`src/rtl/mul_acc_if.sv`:
```
// Valid/ready bundle between the vector unit, the multiplier product stream
// and the mul_acc_stage reduction block.
interface mul_acc_if #(
    parameter int WIDTH     = 16,
    parameter int ACC_WIDTH = 40,
    parameter int CNT_WIDTH = 8
);
    localparam int PROD_WIDTH = 2 * WIDTH;

    logic                  start;
    logic [CNT_WIDTH-1:0]  len;
    logic                  is_signed;
    logic                  prod_valid;
    logic                  prod_ready;
    logic [PROD_WIDTH-1:0] prod_data;
    logic                  acc_valid;
    logic                  acc_ready;
    logic [ACC_WIDTH-1:0]  acc_data;
    logic                  acc_overflow;
    logic                  busy;

    modport master (
        output start, len, is_signed, prod_valid, prod_data, acc_ready,
        input  prod_ready, acc_valid, acc_data, acc_overflow, busy
    );

    modport slave (
        input  start, len, is_signed, prod_valid, prod_data, acc_ready,
        output prod_ready, acc_valid, acc_data, acc_overflow, busy
    );
endinterface

```
`src/rtl/mul_acc_stage.sv`:
```
// Accumulates a programmed number of multiplier products and presents the sum
// on a valid/ready output. Define MUL_ACC_SATURATE_EN to clamp on overflow.
module mul_acc_stage #(
    parameter int WIDTH     = 16,
    parameter int ACC_WIDTH = 40,
    parameter int CNT_WIDTH = 8
) (
    input logic     clk,
    input logic     rst_n,
    mul_acc_if.slave bus
);
    localparam int PROD_WIDTH = 2 * WIDTH;

    typedef enum logic [1:0] {
        IDLE  = 2'd0,
        ACCUM = 2'd1,
        DONE  = 2'd2
    } state_t;

    state_t                 state_q, state_d;
    logic [ACC_WIDTH-1:0]   acc_q, acc_d;
    logic [CNT_WIDTH-1:0]   remaining_q, remaining_d;
    logic                   sgn_q, sgn_d;
    logic                   ovf_q, ovf_d;
    logic                   prod_ready_q, prod_ready_d;
    logic                   acc_valid_q, acc_valid_d;
    logic                   busy_q, busy_d;

    logic signed [PROD_WIDTH-1:0] prod_s;
    logic [ACC_WIDTH-1:0]   ext;
    logic [ACC_WIDTH:0]     sum;
    logic                   add_ovf;
    logic [ACC_WIDTH-1:0]   add_res;
`ifdef MUL_ACC_SATURATE_EN
    logic [ACC_WIDTH-1:0]   sat_val;
`endif

    // Operand extension and a single ACC_WIDTH+1 adder shared by both signedness modes.
    always_comb begin
        prod_s = bus.prod_data;
        if (sgn_q) begin
            ext = ACC_WIDTH'(prod_s);
        end else begin
            ext = ACC_WIDTH'(bus.prod_data);
        end
        sum = {1'b0, acc_q} + {1'b0, ext};
        if (sgn_q) begin
            add_ovf = (acc_q[ACC_WIDTH-1] == ext[ACC_WIDTH-1]) &&
                      (sum[ACC_WIDTH-1] != acc_q[ACC_WIDTH-1]);
        end else begin
            add_ovf = sum[ACC_WIDTH];
        end
`ifdef MUL_ACC_SATURATE_EN
        if (!sgn_q) begin
            sat_val = '1;
        end else if (acc_q[ACC_WIDTH-1]) begin
            sat_val = {1'b1, {(ACC_WIDTH-1){1'b0}}};
        end else begin
            sat_val = {1'b0, {(ACC_WIDTH-1){1'b1}}};
        end
        add_res = add_ovf ? sat_val : sum[ACC_WIDTH-1:0];
`else
        add_res = sum[ACC_WIDTH-1:0];
`endif
    end

    always_comb begin
        state_d     = state_q;
        acc_d       = acc_q;
        remaining_d = remaining_q;
        sgn_d       = sgn_q;
        ovf_d       = ovf_q;
        case (state_q)
            IDLE: begin
                if (bus.start) begin
                    remaining_d = bus.len;
                    sgn_d       = bus.is_signed;
                    acc_d       = '0;
                    ovf_d       = 1'b0;
                    state_d     = (bus.len == '0) ? DONE : ACCUM;
                end
            end
            ACCUM: begin
                // prod_ready is high throughout ACCUM, so prod_valid alone is the handshake.
                if (bus.prod_valid) begin
                    acc_d       = add_res;
                    ovf_d       = ovf_q | add_ovf;
                    remaining_d = remaining_q - 1'b1;
                    if (remaining_q == CNT_WIDTH'(1)) begin
                        state_d = DONE;
                    end
                end
            end
            DONE: begin
                if (bus.acc_ready) begin
                    state_d = IDLE;
                end
            end
            default: state_d = IDLE;
        endcase
    end

    // Status outputs are registered from the next state so they track state_q exactly.
    always_comb begin
        prod_ready_d = (state_d == ACCUM);
        acc_valid_d  = (state_d == DONE);
        busy_d       = (state_d != IDLE);
    end

    always_ff @(posedge clk or negedge rst_n) begin
        if (!rst_n) begin
            state_q      <= IDLE;
            acc_q        <= '0;
            remaining_q  <= '0;
            sgn_q        <= 1'b0;
            ovf_q        <= 1'b0;
            prod_ready_q <= 1'b0;
            acc_valid_q  <= 1'b0;
            busy_q       <= 1'b0;
        end else begin
            state_q      <= state_d;
            acc_q        <= acc_d;
            remaining_q  <= remaining_d;
            sgn_q        <= sgn_d;
            ovf_q        <= ovf_d;
            prod_ready_q <= prod_ready_d;
            acc_valid_q  <= acc_valid_d;
            busy_q       <= busy_d;
        end
    end

    assign bus.prod_ready   = prod_ready_q;
    assign bus.acc_valid    = acc_valid_q;
    assign bus.busy         = busy_q;
    assign bus.acc_data     = acc_q;
    assign bus.acc_overflow = ovf_q;

endmodule

```
`src/flat_wrapper.sv`:
```
// flat-port wrapper written by rule: the top's interface ports become plain ports
module mul_acc_stage_flat 
#(
    parameter int WIDTH     = 16,
    parameter int ACC_WIDTH = 40,
    parameter int CNT_WIDTH = 8
)
  (clk, rst_n, bus_start, bus_len, bus_is_signed, bus_prod_valid, bus_prod_data, bus_acc_ready, bus_prod_ready, bus_acc_valid, bus_acc_data, bus_acc_overflow, bus_busy);
  mul_acc_if #(.WIDTH(WIDTH), .ACC_WIDTH(ACC_WIDTH), .CNT_WIDTH(CNT_WIDTH)) bus_i ();
  input logic clk;
  input logic rst_n;
  input wire logic [$bits(bus_i.start)-1:0] bus_start;
  input wire logic [$bits(bus_i.len)-1:0] bus_len;
  input wire logic [$bits(bus_i.is_signed)-1:0] bus_is_signed;
  input wire logic [$bits(bus_i.prod_valid)-1:0] bus_prod_valid;
  input wire logic [$bits(bus_i.prod_data)-1:0] bus_prod_data;
  input wire logic [$bits(bus_i.acc_ready)-1:0] bus_acc_ready;
  output wire logic [$bits(bus_i.prod_ready)-1:0] bus_prod_ready;
  output wire logic [$bits(bus_i.acc_valid)-1:0] bus_acc_valid;
  output wire logic [$bits(bus_i.acc_data)-1:0] bus_acc_data;
  output wire logic [$bits(bus_i.acc_overflow)-1:0] bus_acc_overflow;
  output wire logic [$bits(bus_i.busy)-1:0] bus_busy;
  assign bus_i.start = bus_start;
  assign bus_i.len = bus_len;
  assign bus_i.is_signed = bus_is_signed;
  assign bus_i.prod_valid = bus_prod_valid;
  assign bus_i.prod_data = bus_prod_data;
  assign bus_i.acc_ready = bus_acc_ready;
  assign bus_prod_ready = bus_i.prod_ready;
  assign bus_acc_valid = bus_i.acc_valid;
  assign bus_acc_data = bus_i.acc_data;
  assign bus_acc_overflow = bus_i.acc_overflow;
  assign bus_busy = bus_i.busy;
  mul_acc_stage #(.WIDTH(WIDTH), .ACC_WIDTH(ACC_WIDTH), .CNT_WIDTH(CNT_WIDTH)) u_core (.clk(clk), .rst_n(rst_n), .bus(bus_i));
endmodule
```
`config.mk`:
```
export PLATFORM = sky130hd
export DESIGN_NAME = mul_acc_stage_flat
export DESIGN_NICKNAME = d
export VERILOG_FILES = /design/src/rtl/mul_acc_if.sv /design/src/rtl/mul_acc_stage.sv /design/src/flat_wrapper.sv
export SDC_FILE = /design/constraint.sdc
export NUM_CORES = 1
export LEC_CHECK = 0
export BUFFER_PORTS_ARGS = -buffer_cell sky130_fd_sc_hd__buf_2
export CELL_PAD_IN_SITES_DETAIL_PLACEMENT = 0
export CELL_PAD_IN_SITES_GLOBAL_PLACEMENT = 1
export CORE_MARGIN = 2
export CORE_UTILIZATION = 43
export CTS_BUF_LIST = sky130_fd_sc_hd__clkbuf_8
export DETAILED_ROUTE_END_ITERATION = 16
export PLACE_DENSITY = 0.81
export SYNTH_ARGS = -nofsm -noshare
export SYNTH_HDL_FRONTEND = slang
export SYNTH_SLANG_ARGS = --single-unit
```
`constraint.sdc`:
```
create_clock -name clk -period 2.87 [get_ports clk]
set_input_delay 0.1435 -clock clk [delete_from_list [all_inputs] [get_ports clk]]
set_output_delay 0.1435 -clock clk [all_outputs]
set_load 0.02 [all_outputs]
```
==> results of run 1 <==
[metal layers]
metal,routed length (microns),global-route usage [%]
met2,6290,38.0
met5,0,0
met4,150,5.40
met1,6410,34.1
met3,742,4.40
[registers in the layout, indices dropped and copies added (netlist names)]
register	count
u_core.bus.acc_data	40
u_core.remaining_q	8
u_core.state_q	2
u_core.bus.acc_overflow	1
u_core.bus.acc_valid	1
u_core.bus.busy	1
u_core.bus.prod_ready	1
u_core.sgn_q	1
[worst reg2reg max path, cell delays in order, from the launching register on]
cell      delay (ns)
dfrtp_1         0.42
ha_1            0.24
fa_2            0.35
a21o_1          0.24
a31oi_4         0.21
o21ai_2         0.10
and3b_4         0.20
o211ai_2        0.17
a21boi_1        0.10
or3_1           0.34
a32o_1          0.25
[logic make-up (layout without fill, tap and decap cells)]
family	after synthesis	after routing	synth area share (%)
AO/OA/AOI/OAI	207	207	28.6
XOR/XNOR	25	25	4.69
adder cells (fa/ha/maj)	43	43	11.7
buffers and inverters	42	138	3.67
flip-flops	55	55	29.5
multiplexers	5	5	1.13
AND/OR/NAND/NOR	200	200	20.8
[cell type report]
class                   instances  area [sq um]
clock buffers                   5          68.8
multi-input cells             480          3200
flip-flops and latches         55          1380
repair buffers                116           663
inverters                      14          52.6
fillers                      1068          5100
clock inverters                 3          67.6
well taps                     140           175
[cell usage in the layout, fill, tap and decap left out, types with 3 or more instances in the layout]
| master | n |
|---|---|
| xor2_1 | 12 |
| a31oi_1 | 4 |
| o21bai_1 | 4 |
| nor4_1 | 4 |
| a32o_1 | 6 |
| a211o_1 | 4 |
| inv_1 | 14 |
| o21ai_1 | 11 |
| a22oi_1 | 3 |
| nand4_1 | 11 |
| nor3_1 | 12 |
| buf_2 | 89 |
| dfrtp_1 | 55 |
| and2_1 | 3 |
| buf_4 | 25 |
| clkbuf_8 | 5 |
| nand2_1 | 74 |
| mux2i_1 | 3 |
| nand2b_1 | 3 |
| nor3b_1 | 3 |
| a221o_1 | 3 |
| nor2_1 | 36 |
| a21oi_1 | 53 |
| or3_1 | 9 |
| and4_1 | 3 |
| nor2b_1 | 5 |
| a211oi_1 | 6 |
| nand3_1 | 20 |
| o211ai_1 | 9 |
| xnor2_1 | 13 |
| o31ai_1 | 4 |
| a21o_1 | 20 |
| and3_1 | 9 |
| ha_1 | 41 |
| o21ai_0 | 52 |
[power by group]
| group | internal (mW) | switching (mW) | total, mW | leakage (nW) |
|---|---|---|---|---|
| clock network | 0.348 | 0.300 | 0.649 | 0.0644 |
| registers | 1.15 | 0.341 | 1.49 | 0.676 |
| logic | 1.90 | 2.84 | 4.74 | 1.94 |
| total | 3.39 | 3.48 | 6.88 | 2.68 |
[worst min path at each step]
stage	cells past startpoint	endpoint	from	slack [ns]
after global placement	1	u_core.bus.prod_ready	rst_n	-0.04
after global routing	2	u_core.sgn_q	bus_is_signed	0.04
after floorplan	0	u_core.bus.acc_data[0]	rst_n	-0.15
after detailed placement	1	u_core.bus.prod_ready	rst_n	-0.03
final	2	u_core.sgn_q	bus_is_signed	0.04
after CTS	2	u_core.sgn_q	bus_is_signed	0.04
[stage by stage]
stage	TNS (ns)	instances	setup slack, ns
CTS	0	812	0.00235
global placement	0	803	0.0713
floorplan	0	577	0.138
finish	0	813	0.148
global route	0	813	0.00565
detailed placement	-0.00690	803	-0.00690
[what timing repair did]
action                     4_1_cts  5_1_grt
buffers inserted                 0        1
setup endpoints to repair        1       11
hold buffers                     1        0
gates cloned                     0        0
hold endpoints to repair        55        0
resized for setup                1       10
pin swaps                        0        3
==> summary.txt, run 1 <==
Clock network
  • Clock tree buffer depth: 2
  • CTS sink cnt: between 50 and 60
  • Clock slew at reported path FFs: approximately 0.11 ns
  • Num CTS Buffers: 5
  • TritonCTS clock tree: yes
  • Clk Latency, worst-skew pair: approximately 0.34 ns
  • H-tree levels: 2
  • Root buf cell: clkbuf_8

Timing
  • FMAX: 367 MHz
  • Final worst-path cycle share: 94.9%
  • # setup viols final: 0
  • Pins Over Slew Limit: 0
  • Slew margin rel.: 50.8%
  • Skew final: 0.00617 ns
  • Hold WS: 0.0425 ns
  • Final hold viol count: 0
  • Min Tclk post-route: around 2.7 ns
  • Unrepaired setup endpoints after global routing: no
  • Worst slew pin tran: 0.737 ns

Yosys
  • Top_reg_cell synth: dfrtp_1
  • Synthesized cell area: 4670 sq um
  • Post-synthesis sequential area ratio: roughly 29%
  • Synth top cells by count: 74 x nand2_1, 55 x dfrtp_1, 54 x a21oi_1
  • Post-synth top area share: 29.5%
  • Yosys reg bits: 55
  • Syn Area/Cell: 8.09 sq um
  • Most used standard cell by instance count after synthesis: nand2_1
  • Post-synth EDFFs: 0
  • Post-synth top area cell: dfrtp_1
  • Main area contributors after synthesis: dfrtp_1 29%, ha_1 11%, nand2_1 6.0%
  • YS warnings: 0
  • Mapped Nets: 666
  • Synthesized instance count: about 580
  • Yosys cell types: 64
  • Async SR Flop Fraction: 100%

Layout
  • P&R area growth vs syn: 20.1%
  • Post-layout util: 52.4%
  • Cell area after layout: 5600 sq um
  • Share of cells above drive strength 1: 21.4%
  • Final Net Count: 761
  • Ant diodes: 0

Floorplanning
  • Initial Utilization: about 44%
  • Row count: 38
  • Core footprint: 10,700 sq um
  • DIE HEIGHT: approximately 110 microns
  • IO Pins: 90
  • DIE AREA: roughly 12,000 sq um
  • Die width: ~110 microns

Route
  • Vias: 4,760
  • Final WL: 13,600 microns
  • Drt wl/cell: 16.7 microns
  • DR pass1 iterations: 5
  • DR vias/cell: 5.85
  • Final ANT Viol Nets: 0
  • Drc violations: 0
  • DR iter-0 viols: 272

Setup path
  • CP Capture Point: u_core.bus.acc_data[36]
  • Critical path capture point type: flop
  • FF-to-FF path depth: 10
  • Crit-path cells: ha_1 -> fa_2 -> a21o_1 -> a31oi_4 -> o21ai_2 -> and3b_4 -> o211ai_2 -> a21boi_1 -> or3_1 -> a32o_1
  • Critical Path Stages: 10
  • Worst R2R End: u_core.bus.acc_data[36]
  • CP Max Fanout: 3
  • Crit path max-delay family: compound AO/OA/AOI/OAI gates
  • Crit Path Class: reg2reg
  • Reg-to-Reg Start: u_core.bus.acc_data[0]
  • Worst Setup SP: u_core.bus.acc_data[0]
  • CP required: around 3.1 ns
  • WP buf/inv: 0
  • Slowest-stage cell, CP: dfrtp_1
  • Arrival time at the worst endpoint: 2.96 ns
  • R2R Setup Slk: 0.15 ns
  • Crit start category: flop
  • Critical path's largest stage delay: 0.42 ns

Global routing
  • First-pass GRT wire length: around 22,000 microns
  • Largest net degree at the start of global routing: 37
  • GRT Overall Usage: 24.0%
  • Grt ovf: 0
  • Vias in the first global route: 4,541
  • Initial antenna violation count: 0

Power and ir drop
  • IR drop worst, VDD: 0.000524 V
  • PwrDens: 1230 nW/um^2
  • Power consumption: 6.88 mW
  • Leak Pwr: 2.68 nW

Hold path
  • Hold Crit Class: in2reg

Placed design
  • Port Buf Inserts: between 80 and 90
  • DP Wirelength: 10,600 microns
  • DP Area: 5380 sq um
  • GPL Wtd Cong: ~0.9

Run status
  • Outcome: completed

Flow run
  • Max-Cap Viols: 0
(Power assumes the default switching activity.)
==> inputs of run 2 (changes only) <==
--- a/config.mk
+++ b/config.mk
@@ -13,6 +13,7 @@
 export CTS_BUF_LIST = sky130_fd_sc_hd__clkbuf_8
 export DETAILED_ROUTE_END_ITERATION = 16
 export PLACE_DENSITY = 0.81
+export SETUP_SLACK_MARGIN = 0.4
 export SYNTH_ARGS = -nofsm -noshare
 export SYNTH_HDL_FRONTEND = slang
 export SYNTH_SLANG_ARGS = --single-unit
==> summary.txt, run 2 (synthesis gave the netlist of run 1 again) <==
Layout
  • Share of cells above drive strength 1: 34.2% (+13 points)
  • Final Net Count: 780 (+2.5%)
  • Max FFs per register: 40 (unchanged)
  • Ant diodes: 0 (unchanged)
  • P&R area growth vs syn: 31.7%
  • Final Non-Filler Cells: 832 (+2.3%)
  • Cell area after layout: 6140 sq um (+9.7%)
  • Commonest non-fill, non-tap cell in the layout: buf_2
  • Commonest non-fill, non-tap cells in the layout: 89 x buf_2, 71 x nand2_1, 50 x dfrtp_1

Timing
  • Setup TNS: 0 ns (unchanged)
  • Worst slew pin tran: 0.999 ns (+0.262 ns)
  • Hold WS: -0.0194 ns (-0.0619 ns)
  • Skew final: 0.0103 ns (+0.00409 ns)
  • FMAX: 389 MHz (+5.9%)
  • Final worst-path cycle share: 89.6% (-5.3 points)
  • Slew margin rel.: 33.4% (-17 points)
  • Min Tclk post-route: 2.57 ns (-0.151 ns)
  • Final hold viol count: 40 (+40)
  • Unrepaired setup endpoints after global routing: yes
  • # setup viols final: 0 (unchanged)
  • Pins Over Slew Limit: 0 (unchanged)

Floorplanning
  • Initial Utilization: 43.6% (unchanged)
  • DIE AREA: 11,700 sq um (unchanged)
  • DIE HEIGHT: 108 microns (unchanged)
  • Row count: 38 (unchanged)
  • IO Pins: 90 (unchanged)
  • Die width: 108 microns (unchanged)
  • Core footprint: 10,700 sq um (unchanged)

Setup path
  • Crit Path Class: reg2reg
  • Crit start category: flop
  • FF-to-FF path depth: 10 (unchanged)
  • CP required: 3.09 ns (-0.02 ns)
  • Reg-to-Reg Start: u_core.bus.acc_data[0]
  • Arrival time at the worst endpoint: 2.79 ns (-0.17 ns)
  • CP Capture Point: u_core.bus.acc_data[28]
  • Worst R2R End: u_core.bus.acc_data[28]
  • Critical path capture point type: flop
  • R2R Setup Slk: 0.30 ns (+0.15 ns)
  • CP Max Fanout: 3 (unchanged)
  • Worst Setup SP: u_core.bus.acc_data[0]

Global routing
  • GR Layer Usage met3: 4.04% (-0.36 points)
  • M2 GR Usage: 41.7% (+3.7 points)
  • Largest net degree at the start of global routing: 42 (+14%)
  • GR met1 Demand/Resource: 31.7% (-2.4 points)
  • Initial antenna violation count: 0 (unchanged)
  • GRT Overall Usage: 23.9% (-0.055 points)
  • First-pass GRT wire length: 22,300 microns (+0.44%)
  • GR peak layer: met2
  • Vias in the first global route: 4,485 (-1.2%)
  • Grt ovf: 0 (unchanged)

Clock network
  • H-tree levels: 2 (unchanged)
  • Clock slew at reported path FFs: 0.11 ns (about the same)
  • TritonCTS clock tree: yes
  • Clock tree buffer depth: 2 (unchanged)
  • Num CTS Buffers: 5 (unchanged)
  • CTS sink cnt: 55 (unchanged)
  • Clk Latency, worst-skew pair: 0.33 ns (about the same)
  • Root buf cell: clkbuf_8

Route
  • DR vias/cell: 5.77 (-1.5%)
  • DR iter-0 viols: 281 (+3.3%)
  • Drt wl/cell: 17.2 microns (+3.0%)
  • Vias: 4,798 (+0.80%)
  • Final ANT Viol Nets: 0 (unchanged)
  • DR pass1 iterations: 5 (unchanged)
  • Drc violations: 0 (unchanged)
  • Final WL: 14,300 microns (+5.4%)

Flow run
  • Max-Cap Viols: 0 (unchanged)

Run status
  • Failing checks: hold timing
  • Outcome: finished with violations

Power and ir drop
  • Leak Pwr: 2.77 nW (+3.1%)
  • PwrDens: 1220 nW/um^2 (-0.93%)
  • IR drop worst, VDD: 0.000513 V (-2.1%)

Hold path
  • Hold Crit Class: in2async

Placed design
  • Placed cells: 798 (-0.62%)
  • GPL Wtd Cong: 0.901 (+0.57%)
  • DP Wirelength: 10,400 microns (-1.7%)
  • Port Buf Inserts: 89 (unchanged)
  • DP Area: 5410 sq um (+0.58%)
[run 2: cell type report]
| class | count | area (sq um) |
|---|---|---|
| Inverter | 14 | 52.6 |
| Sequential cell | 55 | 1380 |
| Fill cell | 1000 | 4550 |
| Clock inverter | 3 | 22.5 |
| Multi-Input combinational cell | 480 | 3650 |
| Timing Repair Buffer | 135 | 795 |
| Tap cell | 140 | 175 |
| Clock buffer | 5 | 68.8 |
[run 2: through the flow]
stage / total power [mW] / utilization (%) / worst slack [ns]
CTS: 7.01 / 54.4 / 0.259
detailed placement: 6.13 / 50.5 / 0.124
floorplan: 4.86 / - / 0.297
global route: 8.10 / 57.4 / 0.210
global placement: 6.05 / 50.5 / 0.162
finish: 7.47 / 57.4 / 0.298
[run 2: worst min-delay path by stage]
stage | from | end | cells after the start
floorplan | rst_n | u_core.bus.acc_data[0] | 0
global placement | rst_n | u_core.bus.acc_data[13] | 1
detailed placement | rst_n | u_core.bus.acc_data[13] | 1
CTS | rst_n | u_core.bus.acc_data[8] | 1
global route | bus_is_signed | u_core.sgn_q | 2
finish | rst_n | u_core.bus.acc_data[8] | 1
[run 2: repair_timing]
item                                    CTS  global route
buffers inserted                         10            16
hold buffers                              0             0
endpoints found under the setup margin   18            20
pin swaps                                32            33
gates resized for setup                  45            44
[run 2: metal layers]
layer	part of all wire (%)	up-vias
li1	-	2368
met1	44	2285
met2	49	130
met3	5.2	15
met4	1.0	0
met5	0	-
[run 2: where the power goes]
| group | switching [mW] | internal (mW) | leakage [nW] |
|---|---|---|---|
| registers | 0.370 | 1.16 | 0.670 |
| clock network | 0.294 | 0.176 | 0.0485 |
| logic | 3.12 | 2.35 | 2.05 |
[run 2: critical path: stages, from the launching register on]
cell	delay [ns]
dfrtp_2	0.44
ha_4	0.17
fa_2	0.34
a21o_1	0.23
a31oi_4	0.20
o21ai_2	0.09
nand4_1	0.18
a21oi_2	0.09
o21a_1	0.19
or3_1	0.32
a32o_1	0.23
==> inputs of run 3 (changes only) <==
--- a/config.mk
+++ b/config.mk
@@ -5,6 +5,7 @@
 export SDC_FILE = /design/constraint.sdc
 export NUM_CORES = 1
 export LEC_CHECK = 0
+export ABC_CLOCK_PERIOD_IN_PS = 2870
 export BUFFER_PORTS_ARGS = -buffer_cell sky130_fd_sc_hd__buf_2
 export CELL_PAD_IN_SITES_DETAIL_PLACEMENT = 0
 export CELL_PAD_IN_SITES_GLOBAL_PLACEMENT = 1
@@ -13,6 +14,7 @@
 export CTS_BUF_LIST = sky130_fd_sc_hd__clkbuf_8
 export DETAILED_ROUTE_END_ITERATION = 16
 export PLACE_DENSITY = 0.81
+export RECOVER_POWER = 50
 export SETUP_SLACK_MARGIN = 0.4
 export SYNTH_ARGS = -nofsm -noshare
 export SYNTH_HDL_FRONTEND = slang
==> summary.txt, run 3 (synthesis gave the netlist of run 1 again) <==
Floorplanning
  • Row count: 38 (unchanged)
  • DIE AREA: 11,700 sq um (unchanged)
  • Core footprint: 10,700 sq um (unchanged)
  • Die width: 108 microns (unchanged)
  • DIE HEIGHT: 108 microns (unchanged)
  • IO Pins: 90 (unchanged)
  • Initial Utilization: 43.6% (unchanged)

Global routing
  • First-pass GRT wire length: 22,300 microns (unchanged)
  • GRT Overall Usage: 23.9% (unchanged)
  • Initial antenna violation count: 0 (unchanged)
  • Grt ovf: 0 (unchanged)
  • Vias in the first global route: 4,485 (unchanged)
  • Largest net degree at the start of global routing: 42 (unchanged)

Setup path
  • Crit start category: flop
  • Critical path's largest stage delay: 0.44 ns (about the same)
  • Crit path max-delay family: compound AO/OA/AOI/OAI gates
  • Crit Path Class: reg2reg
  • WP buf/inv: 0 (unchanged)
  • CP required: 3.09 ns (about the same)
  • Worst Setup SP: u_core.bus.acc_data[0]
  • Slowest-stage cell, CP: dfrtp_2
  • CP Max Fanout: 3 (unchanged)
  • Critical Path Stages: 10 (unchanged)
  • Critical path capture point type: flop
  • Reg-to-Reg Start: u_core.bus.acc_data[0]
  • CP Capture Point: u_core.bus.acc_data[28]
  • FF-to-FF path depth: 10 (unchanged)
  • Arrival time at the worst endpoint: 2.79 ns (about the same)
  • Worst R2R End: u_core.bus.acc_data[28]
  • R2R Setup Slk: 0.30 ns (about the same)
  • Crit-path cells: ha_4 -> fa_2 -> a21o_1 -> a31oi_4 -> o21ai_2 -> nand4_1 -> a21oi_2 -> o21a_1 -> or3_1 -> a32o_1

Route
  • DR iter-0 viols: 291 (+3.6%)
  • DR vias/cell: 5.78 (+0.25%)
  • Final ANT Viol Nets: 0 (unchanged)
  • Drc violations: 0 (unchanged)
  • Final WL: 14,300 microns (about the same)
  • Vias: 4,810 (+0.25%)
  • DR pass1 iterations: 5 (unchanged)
  • Drt wl/cell: 17.2 microns (about the same)

Run status
  • Outcome: finished with violations
  • Failing checks: capacitance limit, slew limit

Timing
  • Final hold viol count: 0 (-100%)
  • Slew margin rel.: -60.2% (-94 points)
  • Min Tclk post-route: 2.57 ns (-0.00605 ns)
  • Final worst slack: 0.304 ns (+0.00606 ns)
  • Setup TNS: 0 ns (unchanged)
  • Worst slew pin tran: 2.40 ns (+1.40 ns)
  • Unrepaired setup endpoints after global routing: yes
  • FMAX: 390 MHz (+0.24%)
  • Final worst-path cycle share: 89.4% (-0.21 points)
  • Skew final: 0.00955 ns (-0.000712 ns)
  • # setup viols final: 0 (unchanged)
  • Pins Over Slew Limit: 42 (+42)

Layout
  • Filler cell count in the final layout: 1,008 (+0.80%)
  • Final Net Count: 780 (unchanged)
  • Cell area after layout: 6110 sq um (-0.49%)
  • Share of cells above drive strength 1: 31.1% (-3.2 points)
  • Commonest non-fill, non-tap cells in the layout: 71 x nand2_1, 67 x buf_2, 50 x dfrtp_1
  • P&R area growth vs syn: 31.1%
  • Commonest non-fill, non-tap cell in the layout: nand2_1
  • Max FFs per register: 40 (unchanged)
  • Ant diodes: 0 (unchanged)

Power and ir drop
  • Sw power: 3.80 mW (+0.22%)
  • Comb power frac: 73.1% (-0.2 points)
  • IR drop worst, VDD: 0.000513 V (about the same)
  • PwrDens: 1220 nW/um^2 (+0.11%)
  • Reg power frac: 20.5% (about the same)
  • Pint: 3.65 mW (-1.0%)
  • Clock Power Share: 6.4% (about the same)
  • Leak Pwr: 2.70 nW (-2.5%)
  • Sw Share: 51.0% (+0.31 points)

Placed design
  • DP Area: 5410 sq um (unchanged)
  • Port Buf Inserts: 89 (unchanged)
  • DP Wirelength: 10,400 microns (unchanged)
  • Placement Setup Slack: 0.124 ns (unchanged)
  • GPL Wtd Cong: 0.901 (unchanged)

Hold path
  • Hold Crit Class: in2reg

Clock network
  • # hold bufs at CTS: 0 (unchanged)
  • Root buf cell: clkbuf_8
  • TritonCTS clock tree: yes
  • CTS sink cnt: 55 (unchanged)
  • Clk Latency, worst-skew pair: 0.33 ns (about the same)
  • Clock slew at reported path FFs: 0.11 ns (about the same)
  • H-tree levels: 2 (unchanged)
  • Clock tree buffer depth: 2 (unchanged)
  • Num CTS Buffers: 5 (unchanged)

Flow run
  • Max-Cap Viols: 1 (+1)
## run 3: metal layers
metal | share of wire [%] | vias up | track usage (%) | wire [microns]
met5 | 0 | - | 0 | 0
met2 | 49 | 127 | 41.7 | 7070
met1 | 45 | 2306 | 31.7 | 6390
met4 | 0.82 | 0 | 3.94 | 118
met3 | 5.2 | 9 | 4.04 | 738
li1 | - | 2368 | - | -
## run 3: through the flow
step	instances	util [%]	hold WS (ns)	power (mW)
final	832	57.2	0.0377	7.44
after global routing	832	57.2	0.0241	8.07
after CTS	816	54.4	0.00759	7.01
after detailed placement	798	50.5	0.364	6.13
after global placement	798	50.5	0.350	6.05
after floorplan	577	-	-0.152	4.86
## run 3: worst min path at each step
| stage | slack (ns) | depth (start not counted) | endpoint | from |
|---|---|---|---|---|
| after floorplan | -0.15 | 0 | u_core.bus.acc_data[0] | rst_n |
| after global placement | 0.35 | 1 | u_core.bus.acc_data[13] | rst_n |
| after detailed placement | 0.36 | 1 | u_core.bus.acc_data[13] | rst_n |
| after CTS | 0.008 | 1 | u_core.bus.acc_data[8] | rst_n |
| after global routing | 0.02 | 2 | u_core.sgn_q | bus_is_signed |
| final | 0.04 | 2 | u_core.sgn_q | bus_is_signed |
## run 3: power groups by stage
stage	logic [mW]	clock network, mW	registers, mW
floorplan	3.08	0	1.78
global placement	4.57	0	1.48
detailed placement	4.62	0	1.51
CTS	5.00	0.497	1.51
global route	5.95	0.525	1.59
finish	5.44	0.473	1.53
## run 3: repair_timing
action                     4_1_cts  5_1_grt
setup endpoints to repair       18       20
gates resized for setup         45       44
pin swaps                       32       33
setup buffers                   10       16
## run 3: final cells by class
| class | instances | area [sq um] | share of cell area, % |
|---|---|---|---|
| clock buffer | 5 | 68.8 | 1.13 |
| clock inverter | 3 | 22.5 | 0.368 |
| inverter | 14 | 52.6 | 0.859 |
| multi-input combinational | 480 | 3650 | 59.7 |
| sequential | 55 | 1380 | 22.6 |
| tap | 140 | 175 | 2.86 |
| timing repair buffer | 135 | 764 | 12.5 |
